## src/rtl/mem_arbiter.sv

```systemverilog
// Two-port arbiter sharing a single-port data memory between the CPU and a DMA/loader.
// Optional DMA starvation guard is compiled in with `define MEM_ARB_STARVE_GUARD_EN.
module mem_arbiter #(
  parameter int ADDR_W       = 8,
  parameter int DATA_W       = 8,
  parameter int STARVE_LIMIT = 4
) (
  input  logic              clk,
  input  logic              reset,
  input  logic              cpu_req,
  input  logic              cpu_we,
  input  logic              cpu_lock,
  input  logic [ADDR_W-1:0] cpu_addr,
  input  logic [DATA_W-1:0] cpu_wdata,
  output logic              cpu_gnt,
  output logic              cpu_rvalid,
  input  logic              dma_req,
  input  logic              dma_we,
  input  logic              dma_lock,
  input  logic [ADDR_W-1:0] dma_addr,
  input  logic [DATA_W-1:0] dma_wdata,
  output logic              dma_gnt,
  output logic              dma_rvalid,
  output logic [DATA_W-1:0] rdata,
  output logic [ADDR_W-1:0] mem_addr,
  output logic [DATA_W-1:0] mem_wdata,
  output logic              mem_we,
  input  logic [DATA_W-1:0] mem_rdata,
  output logic              busy
);

  typedef enum logic [1:0] {IDLE, OWN_CPU, OWN_DMA} state_t;

  state_t            state_q, state_d;
  logic              cpu_rd_q, cpu_rd_d;
  logic              dma_rd_q, dma_rd_d;
  logic [ADDR_W-1:0] addr_q, addr_d;
  logic [DATA_W-1:0] wdata_q, wdata_d;
  logic              cpu_win, dma_win;
  logic              force_dma;

  // An out-of-range limit shows up as this named block in the elaborated hierarchy.
  if (STARVE_LIMIT < 1 || STARVE_LIMIT > 15) begin : g_starve_limit_out_of_range
  end

`ifdef MEM_ARB_STARVE_GUARD_EN
  localparam logic [3:0] LIMIT = 4'(STARVE_LIMIT);

  logic [3:0] starve_q, starve_d;

  assign force_dma = (starve_q == LIMIT);

  always_comb begin
    starve_d = '0;
    if (dma_req && !dma_gnt) begin
      starve_d = (starve_q == LIMIT) ? starve_q : starve_q + 4'd1;
    end
  end

  always_ff @(posedge clk or negedge reset) begin
    if (!reset) begin
      starve_q <= '0;
    end else begin
      starve_q <= starve_d;
    end
  end
`else
  assign force_dma = 1'b0;
`endif

  // A held lock beats everything, including a forced DMA grant.
  always_comb begin
    cpu_win = 1'b0;
    dma_win = 1'b0;
    if (state_q == OWN_CPU && cpu_req && cpu_lock) begin
      cpu_win = 1'b1;
    end else if (state_q == OWN_DMA && dma_req && dma_lock) begin
      dma_win = 1'b1;
    end else if (force_dma && dma_req) begin
      dma_win = 1'b1;
    end else if (cpu_req) begin
      cpu_win = 1'b1;
    end else if (dma_req) begin
      dma_win = 1'b1;
    end
  end

  always_comb begin
    state_d = IDLE;
    if (cpu_win && cpu_lock) begin
      state_d = OWN_CPU;
    end else if (dma_win && dma_lock) begin
      state_d = OWN_DMA;
    end
    cpu_rd_d = cpu_win && !cpu_we;
    dma_rd_d = dma_win && !dma_we;
    addr_d   = mem_addr;
    wdata_d  = mem_wdata;
  end

  always_ff @(posedge clk or negedge reset) begin
    if (!reset) begin
      state_q  <= IDLE;
      cpu_rd_q <= 1'b0;
      dma_rd_q <= 1'b0;
      addr_q   <= '0;
      wdata_q  <= '0;
    end else begin
      state_q  <= state_d;
      cpu_rd_q <= cpu_rd_d;
      dma_rd_q <= dma_rd_d;
      addr_q   <= addr_d;
      wdata_q  <= wdata_d;
    end
  end

  // Grants and write enable are forced low while reset is asserted.
  assign cpu_gnt    = cpu_win & reset;
  assign dma_gnt    = dma_win & reset;
  assign mem_we     = reset & ((cpu_win & cpu_we) | (dma_win & dma_we));
  assign mem_addr   = dma_win ? dma_addr  : (cpu_win ? cpu_addr  : addr_q);
  assign mem_wdata  = dma_win ? dma_wdata : (cpu_win ? cpu_wdata : wdata_q);
  assign cpu_rvalid = cpu_rd_q;
  assign dma_rvalid = dma_rd_q;
  assign rdata      = mem_rdata;
  assign busy       = (state_q != IDLE);

endmodule

```

## config.mk

```make
export PLATFORM = sky130hd
export DESIGN_NAME = mem_arbiter
export DESIGN_NICKNAME = d
export VERILOG_FILES = /design/src/rtl/mem_arbiter.sv
export SDC_FILE = /design/constraint.sdc
export NUM_CORES = 1
export LEC_CHECK = 0
export CORE_ASPECT_RATIO = 1.25
export CORE_MARGIN = 4
export CORE_UTILIZATION = 38
export CTS_CLUSTER_DIAMETER = 60
export DETAILED_ROUTE_END_ITERATION = 8
export GPL_TIMING_DRIVEN = 0
export PLACE_DENSITY = 0.93
export SETUP_SLACK_MARGIN = 0.4
export SLEW_MARGIN = 15
export SYNTH_ARGS = -nofsm -noshare
export SYNTH_HDL_FRONTEND = slang
export SYNTH_SLANG_ARGS = --single-unit
```

## constraint.sdc

```tcl
create_clock -name clk -period 4.8 [get_ports clk]
set_input_delay 1.2 -clock clk [delete_from_list [all_inputs] [get_ports clk]]
set_output_delay 1.2 -clock clk [all_outputs]
set_load 0.005 [all_outputs]
```

# ---- Word-level counts from Yosys, hierarchy flattened
# Index checks and enable logic that the tools add are counted.
# W data, S select, Z words.
dict set report word_totals {
  ff_bits 20
  latchBits 0
  ram_bits 0
  rom_bits 0
  inputBits 48
  out_inout_bits 30
  wordCells 37
  memories 0
}
dict set report classes {
  n_addsub 0
  n_mul 0
  div 0
  magnitude_cmp 0
  n_eq_ne 2
  shift 0
  n_mux 13
  n_bitwise 6
  reduce_logical 11
}
# cell n
set ops {}
lappend ops {{$mux W8} 4}
lappend ops {{$logic_and A1 B1 Y1} 8}
lappend ops {{$mux W1} 7}
lappend ops {{$and A1 B1 Y1} 5}
lappend ops {{$mux W2} 2}
lappend ops {{$eq A2 B1 Y1 const B} 1}
lappend ops {{$eq A2 B2 Y1 const B} 1}
lappend ops {{$logic_not A1 Y1} 2}
lappend ops {{$reduce_bool A2 Y1} 1}
lappend ops {{$or A1 B1 Y1} 1}

# ---- Depth between registers and ports, before layout
# Gate-level depths: netlist of the first run.
dict set report logic_depth {
  depth_word 8
  mapped_depth 4
  depth_no_buf 3
}

# ---- Worst setup path before layout of the first run
# No wires, ideal clock.
dict set report synth_timing {
  path_kind {input-to-output}
  from {input port dma_lock}
  to {output port mem_addr[0]}
  arrival_time_ns 1.909
  required_time_ns 3.600
  setup_slack_ns 1.691
  cell_stages 4
  path_buffers 1
  path_cell_list {nand4b_2 -> nand2_4 -> buf_12 -> mux2_4}
}
dict set report synth_via {
  elab_chain_len 5
  word_cells_on_any_way 7
  cone_classes {mux (6); reduce/logical (1)}
}
# item line_no
set synth_lines {}
lappend synth_lines {{start: declaration} 19} ;# input logic dma_lock,
lappend synth_lines {{$logic_and A1 B1 Y1 *} 77} ;# end else if (state_q == OWN_DMA && dma_req && dma_lock) begin
lappend synth_lines {{$mux W1} 77}
lappend synth_lines {{$mux W1} 75} ;# if (state_q == OWN_CPU && cpu_req && cpu_lock) begin
lappend synth_lines {{$mux W8} 121} ;# assign mem_addr = dma_win ? dma_addr : (cpu_win ? cpu_addr : addr_q);
lappend synth_lines {{$mux W8 *} 121}
lappend synth_lines {{end: declaration} 25} ;# output logic [ADDR_W-1:0] mem_addr,
# Every way passes the cells marked *; elsewhere a longest branch is shown, timed or not.

# ---- Worst setup path in the final report of the first run
dict set report layout_timing {
  from {input port dma_req}
  to {output port mem_addr[1]}
}
dict set report layout_via {
  elab_chain_len 6
  word_cells_on_any_way 10
  cone_classes {mux (8); reduce/logical (2)}
}
# item line_no
set layout_lines {}
lappend layout_lines {{start: declaration} 17} ;# input logic dma_req,
lappend layout_lines {{$logic_and A1 B1 Y1 (2 in series)} 77}
lappend layout_lines {{$mux W1} 77}
lappend layout_lines {{$mux W1} 75}
lappend layout_lines {{$mux W8} 121}
lappend layout_lines {{$mux W8 *} 121}
# Marked as above.

==> results of run 1 <==
==> per-stage QoR <==
stage | util | worst slack, ns | hold WS, ns | area, µm²
2_1_floorplan | - | 1.69 | 0.599 | 1190
3_3_place_gp | 0.647 | 0.341 | 0.601 | 1920
3_5_place_dp | 0.647 | 0.284 | 0.607 | 1920
4_1_cts | 0.664 | 0.560 | 0.638 | 1970
5_1_grt | 0.664 | 0.437 | 0.657 | 1970
6_report | 0.664 | 0.576 | 0.634 | 1970
==> final timing paths <==
check,start,endpoint,slack (ns),cells after the start
min in group asynchronous,reset,wdata_q[0]$_DFF_PN0_,1.17,1
max,dma_req,mem_addr[1],0.58,5
min reg2reg,addr_q[2]$_DFF_PN0_,addr_q[2]$_DFF_PN0_,0.63,2
max reg2reg,state_q[0]$_DFF_PN0_,addr_q[6]$_DFF_PN0_,3.46,4
max in group asynchronous,reset,addr_q[3]$_DFF_PN0_,3.02,1
min,addr_q[2]$_DFF_PN0_,addr_q[2]$_DFF_PN0_,0.63,2
==> placed cells by master, fill, tap and decap left out <==
cell and count:
and3_1 4, mux2_4 32, mux2i_1 1, nand4b_2 1
nand2_1 1, clkbuf_4 3, buf_4 8, nand2_4 1
dfrtp_1 20, dlygate4sd2_1 1, nor2_1 1, bufinv_16 1
nand3_1 1, buf_12 1, and3b_1 1, buf_8 1
or2_2 1, buf_6 2, clkdlybuf4s50_1 68
==> worst register-to-register path, stage by stage, from the launching register on <==
cell	delay, ns
dfrtp_1	0.39
nand4b_2	0.24
nand2_4	0.14
buf_12	0.15
mux2_4	0.32
==> state kept, by name (all words and copies together), names as in the netlist <==
register,cells
addr_q,8
cpu_rvalid,1
dma_rvalid,1
state_q,2
wdata_q,8
==> layout make-up <==
cell class                 instances  area [µm²]
sequential                        20         500
timing repair buffer              69         689
clock inverter                     1        30.0
clock buffer                       3        22.5
fill                             217         998
multi-input combinational         44         569
tap                               36        45.0
buffer                            12         118
==> synthesized netlist by cell type <==
library cell	count
and3b_1	1
mux2i_1	1
buf_6	2
nor2_1	1
nand2_4	1
and3_1	4
mux2_4	32
buf_4	8
nand2_1	1
dfrtp_1	20
buf_12	1
or2_2	1
nand3_1	1
buf_8	1
nand4b_2	1
==> routing by layer <==
| layer | up-vias | GRT usage |
|---|---|---|
| li1 | 405 | - |
| met1 | 404 | 0.177 |
| met2 | 59 | 0.234 |
| met3 | 2 | 0.0610 |
| met4 | 0 | 0.0387 |
| met5 | - | 0 |
==> power by group <==
| part | total, W | switching (W) | internal [W] |
|---|---|---|---|
| Sequential | 0.000189 | 0.00000487 | 0.000184 |
| Combinational | 0.000157 | 0.0000435 | 0.000114 |
| Clock | 0.000140 | 0.0000558 | 0.0000843 |
| Total | 0.000486 | 0.000104 | 0.000382 |
==> logic make-up (layout without fill, tap and decap cells) <==
kind of cell | count (synthesis) | in the layout | synth area share
buffers and inverters | 12 | 85 | 0.0990
DFF | 20 | 20 | 0.421
muxes | 33 | 33 | 0.413
and+or+nand+nor | 11 | 11 | 0.0664
==> results_dict.tcl, run 1 <==
set metrics [dict create \
    slew_violations 0 \
    synth.largest_area_cell "dfrtp_1" \
    crit_fanout 10 \
    p_leak_nw 0.925 \
    finalCriticalPeriod_ns 4.22 \
    slew_headroom 0.325 \
    drcViolationCount 0 \
    synth_area_leaders "dfrtp_1 (42%), mux2_4 (40%), buf_4 (5.1%)" \
    ys_types 15 \
    start_util 0.399 \
    cts_tree "built" \
    fin_crit_sh 0.880 \
    rsz0062_at_grt "false" \
    antenna_found_initial 0 \
    drive_gt1_frac 0.342 \
    fin_skew_ns 0.00181 \
    fp.dieArea_mm2 0.00409 \
    ys_warn_count 0 \
    ios 78 \
    power_w 0.000486 \
    overflow 0 \
    post_cts_resized 1 \
    peakVddDrop_v 0.000225 \
    fmax_mhz 237 \
    clockBufferDepth 2 \
    finalWirelength_um 2890 \
    required_ns 3.60 \
    tightest_slew_ns 1.01 \
    layoutNonFillerInstCount 185 \
    ys_seq_area_frac 0.421 \
    place_inst 181 \
    via_per_inst 4.70 \
    slowest_stage "clkdlybuf4s50_1" \
    cp_top_family "buffers and inverters" \
    hp-class "reg -> reg" \
    synthesis.nets 124 \
    numCtsBuffers 3 \
    die_y_um 70.5 \
    synthToLayoutAreaGrowth_pct 66.3 \
    path_clk_slew_ns 0.12 \
    wl_per_cell_um 15.6 \
    grt_max_degree 25 \
    postRouteAntennaNets 0 \
    rows 22 \
    clock_sinks 20 \
    coreArea_mm2 0.00297 \
    wl_met1_um 1220 \
    num_vias 870 \
    h-tree-depth 1 \
    hold_viol_final 0 \
    place_hpwl_um 2250 \
    ys_ff_latch 20 \
    finalSetupTns_ns 0 \
    cp.arrival_ns 3.02 \
    drt_iter0_drc 23 \
    wl_met3_um 358 \
    setup.worst_path.end_class "output port" \
    ctsHoldBuffers 0 \
    grt_pass1_wl_um 4710 \
    antennaDiodeCount 0 \
    root_buffer "clkbuf_4" \
    routabilityCongestion 0.667 \
    cts_setup_buffers 0 \
    synth_top_area_frac 0.421 \
    outcome "completed" \
    p_per_area_mw_per_mm2 246 \
    fin_nets 198 \
    setup_viol 0 \
    synth_cells 76 \
    wl_met2_um 1290 \
    synth_area_per_cell_um2 15.6 \
    drtPass1Iterations 4 \
    grt_pass1_vias 1031 \
    path_cells "clkdlybuf4s50_1 > buf_6 > mux2_4 > mux2_4 > clkdlybuf4s50_1" \
    syn_area_mm2 0.00119 \
    die_w_um 58.0 \
    grt_usage 0.145 \
    top_layer_used "met4" \
    clk-insertion-delay-late_ns 0.30 \
    start_kind "input pin" \
    max_stage_delay_ns 0.55 \
    worst-path-buf-inv 3 \
    crit_type "in -> out" \
    portBuffers 69 \
    drv_cap 0 \
]
(Power assumes the default switching activity.)
==> run 2: changes to the inputs <==
SETUP_SLACK_MARGIN = unset   (was 0.4)
==> results_dict.tcl, run 2 (synthesis gave the netlist of run 1 again) <==
set metrics [dict create \
    outcome "completed" \
    cpMostUsedCell "clkdlybuf4s50_1" \
    crit_path_start "reset" \
    drv_cap 0 \
    rsz0062_at_grt "false" \
    drtPass1Iterations 4 \
    place_inst 181 \
    overflow 0 \
    path_cells "clkdlybuf4s50_1 > nand3_1 > mux2i_1 > clkdlybuf4s50_1" \
    rows 22 \
    timing.rr.start "state_q[0]$_DFF_PN0_" \
    h-tree-depth 1 \
    ctsHoldBuffers 0 \
    regToRegSetupSlack_ns 3.46 \
    die_y_um 70.5 \
    final_cell_mix "clkdlybuf4s50_1 (69), mux2_4 (32), dfrtp_1 (20)" \
    slew_violations 0 \
    crit_fanout 24 \
    tightest_slew_ns 1.02 \
    peakVddDrop_v 0.000225 \
    cts_tree "built" \
    drive_gt1_frac 0.342 \
    layoutNonFillerInstCount 185 \
    place_hpwl_um 2250 \
    grt_pass1_wl_um 4710 \
    fp.dieArea_mm2 0.00409 \
    fmax_mhz 226 \
    fin_crit_sh 0.920 \
    hold_end "addr_q[2]$_DFF_PN0_" \
    max_stage_delay_ns 1.15 \
    power_w 0.000486 \
    fin_nets 198 \
    dpl_cell_area_mm2 0.00192 \
    root_buffer "clkbuf_4" \
    reg2reg_to "addr_q[6]$_DFF_PN0_" \
    portBuffers 69 \
    nFillCells 217 \
    cp.arrival_ns 3.22 \
    final_common_cell "clkdlybuf4s50_1" \
    postRouteAntennaNets 0 \
    finalCriticalPeriod_ns 4.42 \
    r2r_cells 4 \
    via_per_inst 4.70 \
    grt_max_degree 25 \
    antennaDiodeCount 0 \
    clock_sinks 20 \
    fin_skew_ns 0.00181 \
    setup.worst_path.end_class "output port" \
    antenna_found_initial 0 \
    num_vias 870 \
    largestRegisters "addr_q (8), wdata_q (8), state_q (2)" \
    clockBufferDepth 2 \
    hp-class "reg -> reg" \
    clk-insertion-delay-late_ns 0.30 \
    drt_iter0_drc 24 \
    synthToLayoutAreaGrowth_pct 66.4 \
    required_ns 3.60 \
    finalSetupTns_ns 0 \
    routabilityCongestion 0.667 \
    grt_usage 0.145 \
    p_per_area_mw_per_mm2 246 \
    start_util 0.399 \
    wl_per_cell_um 15.6 \
    path_clk_slew_ns 0.12 \
    post_cts_resized 0 \
    setup_viol 0 \
    hold_path_depth 2 \
    final_area_mm2 0.00198 \
    numCtsBuffers 3 \
    slowest_stage "clkdlybuf4s50_1" \
    crit_type "in -> out" \
    start_kind "input pin" \
    drcViolationCount 0 \
    finalWirelength_um 2890 \
    ios 78 \
    hp-start "addr_q[2]$_DFF_PN0_" \
    coreArea_mm2 0.00297 \
    cts_setup_buffers 0 \
    die_w_um 58.0 \
    slew_headroom 0.318 \
    grt_pass1_vias 1031 \
    p_leak_nw 0.923 \
    hold_viol_final 0 \
]
-- run 2: cell count changes in the layout (fill, tap and decap cells not counted) --
cell	delta
clkdlybuf4s50_1	+1
dlygate4sd2_1	-1
-- run 2: worst max path at each step --
stage | endpoint | slack (ns) | cells past startpoint
after floorplan | mem_addr[0] | 1.69 | 4
after global placement | mem_we | 0.34 | 4
after detailed placement | mem_we | 0.28 | 4
after CTS | mem_we | 0.29 | 4
after global routing | mem_we | 0.16 | 4
final | mem_we | 0.38 | 4
-- run 2: power breakdown --
group	internal (W)	switching, W
clock network	0.0000843	0.0000558
registers	0.000184	0.00000487
logic	0.000114	0.0000435
-- run 2: critical path, delay by kind of cell --
family        cells  cell delay [ns]
mux               1             0.19
buf+inv           2             1.68
simple gates      1             0.15
-- run 2: layout make-up --
| type | instances | area (µm²) | area share |
|---|---|---|---|
| tap | 36 | 45.0 | 0.0228 |
| buffer | 12 | 118 | 0.0595 |
| multi-input combinational | 44 | 569 | 0.288 |
| sequential | 20 | 500 | 0.253 |
| clock buffer | 3 | 22.5 | 0.0114 |
| timing repair buffer | 69 | 691 | 0.350 |
| clock inverter | 1 | 30.0 | 0.0152 |
-- run 2: layer usage --
| layer | up-vias | global-route usage | routed length, µm |
|---|---|---|---|
| met5 | - | 0 | 0 |
| met4 | 0 | 0.0387 | 19 |
| met3 | 2 | 0.0610 | 358 |
| met2 | 59 | 0.234 | 1290 |
| met1 | 404 | 0.177 | 1220 |
| li1 | 405 | - | - |
-- run 2: through the flow --
step	setup slack (ns)	hold slack, ns	utilization
after floorplan	1.69	0.599	-
after global placement	0.341	0.601	0.647
after detailed placement	0.284	0.607	0.647
after CTS	0.295	0.638	0.665
after global routing	0.161	0.657	0.665
final	0.382	0.634	0.665
==> run 3: changes to the inputs <==
ABC_AREA = 1   (was unset)
CORE_UTILIZATION = 39   (was 38)
PLACE_DENSITY = 0.94   (was 0.93)
==> results_dict.tcl, run 3 <==
set metrics [dict create \
    numCtsBuffers 3 \
    synthesis.nets 220 \
    r2r_cells 7 \
    crit_type "in -> out" \
    outcome "completed" \
    synth.largest_area_cell "dfrtp_1" \
    syn_area_mm2 0.00121 \
    overflow 0 \
    fin_skew_ns 0.0122 \
    hp-start "addr_q[2]$_DFF_PN0_" \
    finalCriticalPeriod_ns 4.28 \
    largestRegisters "addr_q (8), wdata_q (8), state_q (2)" \
    hp-class "reg -> reg" \
    synth_edf_count 0 \
    final_cell_mix "nand2_1 (83), clkdlybuf4s50_1 (69), inv_1 (22)" \
    setup_viol 0 \
    drv_cap 0 \
    fin_crit_sh 0.891 \
    die_y_um 70.3 \
    antennaDiodeCount 0 \
    synth_cells 172 \
    timing.rr.start "state_q[0]$_DFF_PN0_" \
    synthToLayoutAreaGrowth_pct 65.1 \
    grt_max_degree 23 \
    cts_setup_buffers 0 \
    ios 78 \
    tightest_slew_ns 0.929 \
    root_buffer "clkbuf_4" \
    hold_end "addr_q[2]$_DFF_PN0_" \
    synth_area_leaders "dfrtp_1 (41%), nand2_1 (26%), inv_1 (6.8%)" \
    reg2reg_to "addr_q[5]$_DFF_PN0_" \
    drive_gt1_frac 0.118 \
    required_ns 3.60 \
    hold_path_depth 4 \
    ys_top_cells_by_count "nand2_1 (83), inv_1 (22), dfrtp_1 (20), nand3_1 (15), buf_4 (10)" \
    p_leak_nw 1.05 \
    regArea_um2 500 \
    ctsHoldBuffers 0 \
    crit_path_start "reset" \
    start_util 0.407 \
    synth_area_per_cell_um2 7.04 \
    fin_nets 294 \
    clk-insertion-delay-late_ns 0.30 \
    async_reset_ff_frac 1.00 \
    coreArea_mm2 0.00297 \
    portBuffers 69 \
    drcViolationCount 0 \
    nFillCells 266 \
    ys_warn_count 0 \
    start_kind "input pin" \
    num_vias 1203 \
    rsz0062_at_grt "false" \
    grt_usage 0.159 \
    ys_seq_area_frac 0.413 \
    finalSetupTns_ns 0 \
    clockBufferDepth 2 \
    path_clk_slew_ns 0.12 \
    cts_tree "built" \
    clock_sinks 20 \
    crit_fanout 22 \
    hold_ws_ns 0.574 \
    h-tree-depth 1 \
    synth_top_area_frac 0.413 \
    synth.most_common_cell "nand2_1" \
    peakVddDrop_v 0.000187 \
    synthFlopType "dfrtp_1" \
    ys_ff_latch 20 \
    fmax_mhz 234 \
    grt_pass1_vias 1207 \
    p_per_area_mw_per_mm2 232 \
    slew_headroom 0.378 \
    post_cts_resized 0 \
    rows 22 \
    finalWirelength_um 3080 \
    final_common_cell "nand2_1" \
    regToRegSetupSlack_ns 3.59 \
    die_w_um 57.8 \
    fp.dieArea_mm2 0.00407 \
    postRouteAntennaNets 0 \
    via_per_inst 4.28 \
    place_hpwl_um 2410 \
    antenna_found_initial 0 \
    wl_per_cell_um 11.0 \
    drt_iter0_drc 40 \
    multi_input_area_um2 498 \
    setup.worst_path.end_class "output port" \
    cp.arrival_ns 3.08 \
    hold_viol_final 0 \
    routabilityCongestion 0.782 \
    ys_types 17 \
    drtPass1Iterations 4 \
    grt_pass1_wl_um 5090 \
    slew_violations 0 \
]
run 3: cell count changes after synthesis, moves of 2 or more:
| cell | before | now |
|---|---|---|
| and3_1 | 4 | 0 |
| buf_2 | 0 | 2 |
| buf_4 | 8 | 10 |
| inv_1 | 0 | 22 |
| inv_2 | 0 | 2 |
| mux2_4 | 32 | 0 |
| nand2_1 | 1 | 83 |
| nand2_4 | 1 | 3 |
| nand3_1 | 1 | 15 |
| nand3_2 | 0 | 2 |
| nor2_1 | 1 | 5 |
run 3: stage by stage:
step / std cells / setup slack [ns] / total power, W / area [µm²] / utilization
2_1_floorplan: 172 / 1.77 / 0.000247 / 1210 / -
3_3_place_gp: 277 / 0.484 / 0.000330 / 1950 / 0.655
3_5_place_dp: 277 / 0.442 / 0.000333 / 1950 / 0.655
4_1_cts: 281 / 0.443 / 0.000470 / 2000 / 0.673
5_1_grt: 281 / 0.222 / 0.000489 / 2000 / 0.673
6_report: 281 / 0.523 / 0.000463 / 2000 / 0.673
run 3: how the worst max path moves through the flow:
stage / end / slack [ns] / cells after the start
floorplan: mem_addr[5] / 1.77 / 8
global placement: dma_gnt / 0.48 / 4
detailed placement: dma_gnt / 0.44 / 4
CTS: dma_gnt / 0.44 / 4
global route: cpu_gnt / 0.22 / 4
finish: dma_gnt / 0.52 / 4
run 3: area by class of cell:
class / instances / area share
inverter: 24 / 0.0451
timing repair buffer: 69 / 0.345
buffer: 15 / 0.0613
tap: 36 / 0.0225
clock buffer: 3 / 0.0113
clock inverter: 1 / 0.0150
sequential: 20 / 0.250
multi-input combinational: 113 / 0.249
run 3: cell families (layout without fill, tap and decap cells):
| group | after synthesis | count (layout) | share of synthesized area |
|---|---|---|---|
| flops | 20 | 20 | 0.413 |
| compound gates | 2 | 2 | 0.0103 |
| buf+inv | 39 | 112 | 0.176 |
| simple gates | 111 | 111 | 0.401 |
run 3: metal layers:
layer | GRT usage | vias up | share of wire
li1 | - | 646 | -
met3 | 0.00555 | 2 | 0.055
met5 | 0 | - | 0
met4 | 0.0670 | 0 | 0.0088
met1 | 0.189 | 518 | 0.39
met2 | 0.289 | 37 | 0.54
run 3: where the power goes:
part,leakage (nW),total [W],switching (W),internal (W)
registers,0.236,0.000188,0.00000416,0.000184
clock network,0.0279,0.000135,0.0000511,0.0000844
logic,0.790,0.000140,0.0000541,0.0000857
total,1.05,0.000463,0.000109,0.000354
run 3: critical path, stage by stage:
cell,delay [ns]
clkdlybuf4s50_1,1.08
inv_1,0.14
nor2_1,0.14
clkdlybuf4s50_1,0.51
